==> src/rtl/alu_flag_pkg.sv <==
// rtl/alu_flag_pkg.sv - shared types and branch-condition evaluation for alu_flag_sink
package alu_flag_pkg;
  localparam int N_DEF  = 32;
  localparam int RW_DEF = 5;

  typedef enum logic [2:0] {AL, EQ, NE, LT, GE, LE, GT, NV} cond_e;
  typedef enum logic [1:0] {EMPTY, ONE, TWO} skid_state_e;

  typedef struct packed {
    logic [N_DEF-1:0]  z;
    logic              we;
    logic [RW_DEF-1:0] rd;
  } wb_entry_t;

  function automatic logic cond_eval(input cond_e c, input logic z, input logic s);
    case (c)
      AL:      cond_eval = 1'b1;
      EQ:      cond_eval = z;
      NE:      cond_eval = !z;
      LT:      cond_eval = s;
      GE:      cond_eval = !s;
      LE:      cond_eval = z || s;
      GT:      cond_eval = !z && !s;
      default: cond_eval = 1'b0;
    endcase
  endfunction
endpackage

==> src/rtl/skid_buf.sv <==
// rtl/skid_buf.sv - generic 2-entry valid/ready skid buffer; output comes from the main entry only
module skid_buf
  import alu_flag_pkg::*;
#(
  parameter type T = wb_entry_t
) (
  input  logic clk,
  input  logic rst_n,
  input  logic in_valid,
  output logic in_ready,
  input  T     in_data,
  output logic out_valid,
  input  logic out_ready,
  output T     out_data
);

  skid_state_e state_q, state_d;
  T            main_q, skid_q;
  logic        acc, drn, load_main, load_skid, main_from_skid;

  assign in_ready  = rst_n && (state_q != TWO);
  assign out_valid = (state_q != EMPTY);
  assign out_data  = main_q;
  assign acc       = in_valid && in_ready;
  assign drn       = out_valid && out_ready;

  always_comb begin
    state_d        = state_q;
    load_main      = 1'b0;
    load_skid      = 1'b0;
    main_from_skid = 1'b0;
    case (state_q)
      EMPTY: begin
        if (acc) begin
          state_d   = ONE;
          load_main = 1'b1;
        end
      end
      ONE: begin
        if (acc && !drn) begin
          state_d   = TWO;
          load_skid = 1'b1;
        end else if (drn && !acc) begin
          state_d = EMPTY;
        end else if (acc && drn) begin
          load_main = 1'b1;
        end
      end
      TWO: begin
        // in_ready is low here, so the only event is a drain promoting the skid entry
        if (drn) begin
          state_d        = ONE;
          main_from_skid = 1'b1;
        end
      end
      default: state_d = EMPTY;
    endcase
  end

  always_ff @(posedge clk) begin
    if (!rst_n) begin
      state_q <= EMPTY;
      main_q  <= '0;
      skid_q  <= '0;
    end else begin
      state_q <= state_d;
      if (load_main)
        main_q <= in_data;
      else if (main_from_skid)
        main_q <= skid_q;
      if (load_skid)
        skid_q <= in_data;
    end
  end

endmodule

==> src/rtl/alu_flag_sink.sv <==
// rtl/alu_flag_sink.sv - ALU result sink: skid-buffered writeback, flags register, branch queries
// Optional ALU_FLAG_FWD_EN forwards same-cycle flag writes to branch queries.
module alu_flag_sink
  import alu_flag_pkg::*;
#(
  parameter int N  = N_DEF,
  parameter int RW = RW_DEF
) (
  input  logic          clk,
  input  logic          rst_n,
  input  logic          in_valid,
  output logic          in_ready,
  input  logic [N-1:0]  in_z,
  input  logic          in_zf,
  input  logic          in_sf,
  input  logic          in_setf,
  input  logic          in_we,
  input  logic [RW-1:0] in_rd,
  output logic          wb_valid,
  input  logic          wb_ready,
  output logic [N-1:0]  wb_z,
  output logic          wb_we,
  output logic [RW-1:0] wb_rd,
  output logic          flag_z,
  output logic          flag_s,
  input  logic          br_req,
  input  logic [2:0]    br_cond,
  output logic          br_valid,
  output logic          br_taken
);

  wb_entry_t in_entry, wb_entry;
  logic      acc, f_z, f_s;

  assign in_entry.z  = in_z;
  assign in_entry.we = in_we;
  assign in_entry.rd = in_rd;

  skid_buf #(.T(wb_entry_t)) u_skid (
    .clk      (clk),
    .rst_n    (rst_n),
    .in_valid (in_valid),
    .in_ready (in_ready),
    .in_data  (in_entry),
    .out_valid(wb_valid),
    .out_ready(wb_ready),
    .out_data (wb_entry)
  );

  assign wb_z  = wb_entry.z;
  assign wb_we = wb_entry.we;
  assign wb_rd = wb_entry.rd;
  assign acc   = in_valid && in_ready;

`ifdef ALU_FLAG_FWD_EN
  assign f_z = (acc && in_setf) ? in_zf : flag_z;
  assign f_s = (acc && in_setf) ? in_sf : flag_s;
`else
  assign f_z = flag_z;
  assign f_s = flag_s;
`endif

  // Flags commit on accept, not on drain, so branches see them even under writeback stall
  always_ff @(posedge clk) begin
    if (!rst_n) begin
      flag_z   <= 1'b0;
      flag_s   <= 1'b0;
      br_valid <= 1'b0;
      br_taken <= 1'b0;
    end else begin
      if (acc && in_setf) begin
        flag_z <= in_zf;
        flag_s <= in_sf;
      end
      br_valid <= br_req;
      br_taken <= br_req ? cond_eval(cond_e'(br_cond), f_z, f_s) : 1'b0;
    end
  end

endmodule

==> config.mk <==
export PLATFORM = sky130hd
export DESIGN_NAME = alu_flag_sink
export DESIGN_NICKNAME = d
export VERILOG_FILES = /design/src/rtl/alu_flag_pkg.sv /design/src/rtl/skid_buf.sv /design/src/rtl/alu_flag_sink.sv
export SDC_FILE = /design/constraint.sdc
export NUM_CORES = 1
export LEC_CHECK = 0
export BUFFER_PORTS_ARGS = -buffer_cell sky130_fd_sc_hd__buf_4
export CORE_ASPECT_RATIO = 0.75
export CORE_MARGIN = 2
export CORE_UTILIZATION = 30
export CTS_CLUSTER_DIAMETER = 30
export DETAILED_ROUTE_END_ITERATION = 8
export GPL_ROUTABILITY_DRIVEN = 0
export PLACE_DENSITY = 0.5
export SYNTH_ARGS = -nofsm -noshare
export SYNTH_HDL_FRONTEND = slang
export SYNTH_SLANG_ARGS = --single-unit
==> constraint.sdc <==
create_clock -name clk -period 1.4 [get_ports clk]
set_clock_uncertainty 0.2 [all_clocks]
set_input_delay 0.07 -clock clk [delete_from_list [all_inputs] [get_ports clk]]
set_output_delay 0.07 -clock clk [all_outputs]
set_load 0.02 [all_outputs]
==> results.py <==
metrics = {
    "global_routing": {
        "grt_first_pass_wirelength_um": 17500,
        "grt_overflow_total": 0,
        "grt_max_degree": 35,
        "antenna_found_initial": 0,
        "grt_usage_pct": 16.3,
        "grt_pass1_vias": 3438,
    },
    "floorplanning": {
        "die_w_um": 131,
        "die_h_um": 99.5,
        "core_sq_mm": 0.0117,
        "initial_core_util_pct": 31.1,
        "die_area_sq_mm": 0.0131,
        "io_pins": 93,
        "rows": 34,
    },
    "yosys": {
        "yosysTopAreaCell": "dfxtp_1",
        "synth.distinct_cells": 32,
        "synth.avg_cell_area_sq_um": 8.49,
        "ys_ff_latch": 82,
        "synthTopCellsByArea": "dfxtp_1 45%, nand2_1 8.1%, a21boi_1 7.8%, o31ai_1 7.8%, a31oi_1 6.7%",
        "syn_nets": 479,
        "ys.warnings.count": 0,
        "synth-seq-area-share_pct": 45.0,
        "synthCells": 430,
        "syn-cell-area_sq_mm": 0.00365,
        "synth_top_area_share_pct": 45.0,
    },
    "sta": {
        "hold_viol": 1,
        "worst_pin_slew_ns": 0.297,
        "maxSlewHeadroom_pct": 80.2,
        "postLayoutSetupSlackWorst_ns": -0.142,
        "max_clock_freq_ghz": 0.648,
        "period_needed_ns": 1.54,
        "slew_viol_final": 0,
        "tns_ns": -3.96,
        "period_share_pct": 110,
        "whs_ns": -0.00177,
        "rsz0062_at_grt": "true",
        "setup-violations-final": 56,
    },
    "power": {
        "power.leakage_nw": 2.20,
        "finalPower_mw": 6.35,
        "powerDensity_mw_per_mm2": 1080,
        "vdd_drop_max_uv": 739,
    },
    "routing": {
        "totalWireLength_um": 11700,
        "antenna_left": 0,
        "routedWlPerCell_um": 15.8,
        "viasPerCell": 5.01,
        "first_pass_iters": 4,
        "drc": 0,
        "drt_first_iter_violations": 279,
        "via_count": 3718,
    },
    "critical_path": {
        "r2r_start": "u_skid.state_q[1]",
        "slowest_stage": "dfxtp_2",
        "path_max_fanout": 7,
        "rr_worst_depth": 7,
        "path_buf_inv": 4,
        "worst_setup_path_start_kind": "flop",
        "r2r-end": "u_skid.out_data[25]",
        "cp_slowest_stage_delay_ns": 0.34,
        "path_common_cell": "buf_6",
        "critPathTopFamily": "buffers and inverters",
        "worstPathRequired_ns": 1.46,
        "crit_type": "reg -> reg",
        "crit_path_end_kind": "flop",
        "arrival_ns": 1.60,
        "ff2ff_setup_slack_ns": -0.14,
        "critical_path.cell_chain": "buf_6 > buf_6 > nand3b_1 > buf_6 > clkbuf_16 > nand2_2 > a31oi_1",
    },
    "worst_hold_path": {
        "worstHoldStart": "wb_ready",
        "hold_path.class": "in -> reg",
        "hold_depth": 4,
        "worstHoldEndpoint": "u_skid.state_q[0]",
    },
    "placement": {
        "port-buffer-count": 92,
        "dp_slack_ns": -0.0129,
        "place_inst": 666,
        "dp_hpwl_um": 6950,
        "placed_area_sq_mm": 0.00457,
    },
    "clocking": {
        "cts_tree": "done",
        "cts-root-buf": "clkbuf_16",
        "clk_latency_ns": 0.33,
        "cts_buffer_depth": 2,
        "clk_pin_slew_ns": 0.06,
        "ctsHoldBuffers": 48,
        "cts_made_buffers": 9,
        "htreeDepth": 3,
        "clock-sinks": 82,
    },
    "finish": {
        "final_cell_mix": "104 x buf_4, 80 x dfxtp_1, 50 x nand2_1",
        "fillers": 1116,
        "area_growth_pct": 61.1,
        "instances_no_fill": 742,
        "final_layout_size_suffix_gt1_share_pct": 36.9,
        "nNetsFinal": 624,
        "diodes": 0,
        "final_common_cell": "buf_4",
        "fin_area_sq_mm": 0.00588,
        "final_util_pct": 50.1,
    },
    "job": {
        "cap_violations": 0,
    },
    "status": {
        "status": "finished with violations",
        "violations": "negative hold slack, negative setup slack",
    },
}
==> state kept, by name, summed over array words and instances, names as in the netlist <==
| signal | cells |
|---|---|
| br_valid | 1 |
| u_skid.skid_q | 38 |
| u_skid.out_data | 38 |
| flag_s | 1 |
| u_skid.state_q | 2 |
| br_taken | 1 |
| flag_z | 1 |
==> layout make-up <==
class / instances / area (sq um) / share of cell area (%)
Tap cell: 162 / 203 / 3.45
Clock inverter: 6 / 114 / 1.94
Multi-Input combinational cell: 301 / 1980 / 33.6
Clock buffer: 10 / 229 / 3.89
Timing Repair Buffer: 181 / 1720 / 29.2
Sequential cell: 82 / 1640 / 28.0
==> Yosys cell counts <==
cell type and n:
nor2b_1 1, and3b_1 1, o21ai_0 40, o31ai_1 38
buf_2 13, mux2i_1 1, clkbuf_1 15, and3_1 1
nand3b_4 1, nand4_1 2, nor2_1 1, nand2b_1 5
buf_6 8, nand3b_1 2, a21boi_0 2, o211ai_1 1
and3b_2 1, and2_1 2, or2_2 1, a21oi_1 2
a31oi_1 39, buf_4 10, nand3_1 38, and2b_4 1
a21boi_1 38, o21a_1 1, nor4b_1 1, clkbuf_2 1
dfxtp_1 82, nand2_1 79, nand2_2 1, or3b_2 1
==> repair_timing <==
| item | CTS | global route |
|---|---|---|
| buffers inserted | 4 | 4 |
| pin swaps | 7 | 63 |
| resized for setup | 21 | 71 |
| hold endpoints to repair | 82 | 1 |
| endpoints found under the setup margin | 8 | 78 |
| cloned | 0 | 5 |
==> worst register-to-register path, stage by stage, from the launching register on <==
cell       delay (ns)
dfxtp_2          0.34
buf_6            0.12
buf_6            0.11
nand3b_1         0.16
buf_6            0.16
clkbuf_16        0.18
nand2_2          0.05
a31oi_1          0.16
==> where the power goes <==
group          switching (mW)  internal, mW
Clock                   0.986          1.75
Sequential             0.0780          2.44
Combinational           0.536         0.559
Total                    1.60          4.75
==> cells by family after synthesis <==
kind of cell    Yosys count  synth area share, %
compound gates          161                 28.9
flops                    82                 45.0
mux                       1                0.274
simple gates            139                 17.9
buf+inv                  47                 7.98
==> worst max path at each step <==
| stage | cells after the start | start | endpoint |
|---|---|---|---|
| detailed placement | 5 | u_skid.state_q[0] | u_skid.skid_q[3] |
| CTS | 6 | u_skid.state_q[1] | u_skid.out_data[24] |
| finish | 7 | u_skid.state_q[1] | u_skid.out_data[25] |
| global placement | 4 | u_skid.state_q[0] | u_skid.out_data[12] |
| floorplan | 6 | u_skid.state_q[1] | u_skid.out_data[0] |
| global route | 7 | u_skid.state_q[1] | u_skid.out_data[4] |
==> routing by layer <==
| layer | global-route usage [%] | share of wire, % | vias up |
|---|---|---|---|
| met5 | 0 | 0 | - |
| met4 | 4.60 | 1.3 | 0 |
| met3 | 4.54 | 5.1 | 9 |
| met2 | 25.4 | 44 | 101 |
| met1 | 22.3 | 50 | 1768 |
| li1 | - | - | 1840 |
(Power assumes the default switching activity.)
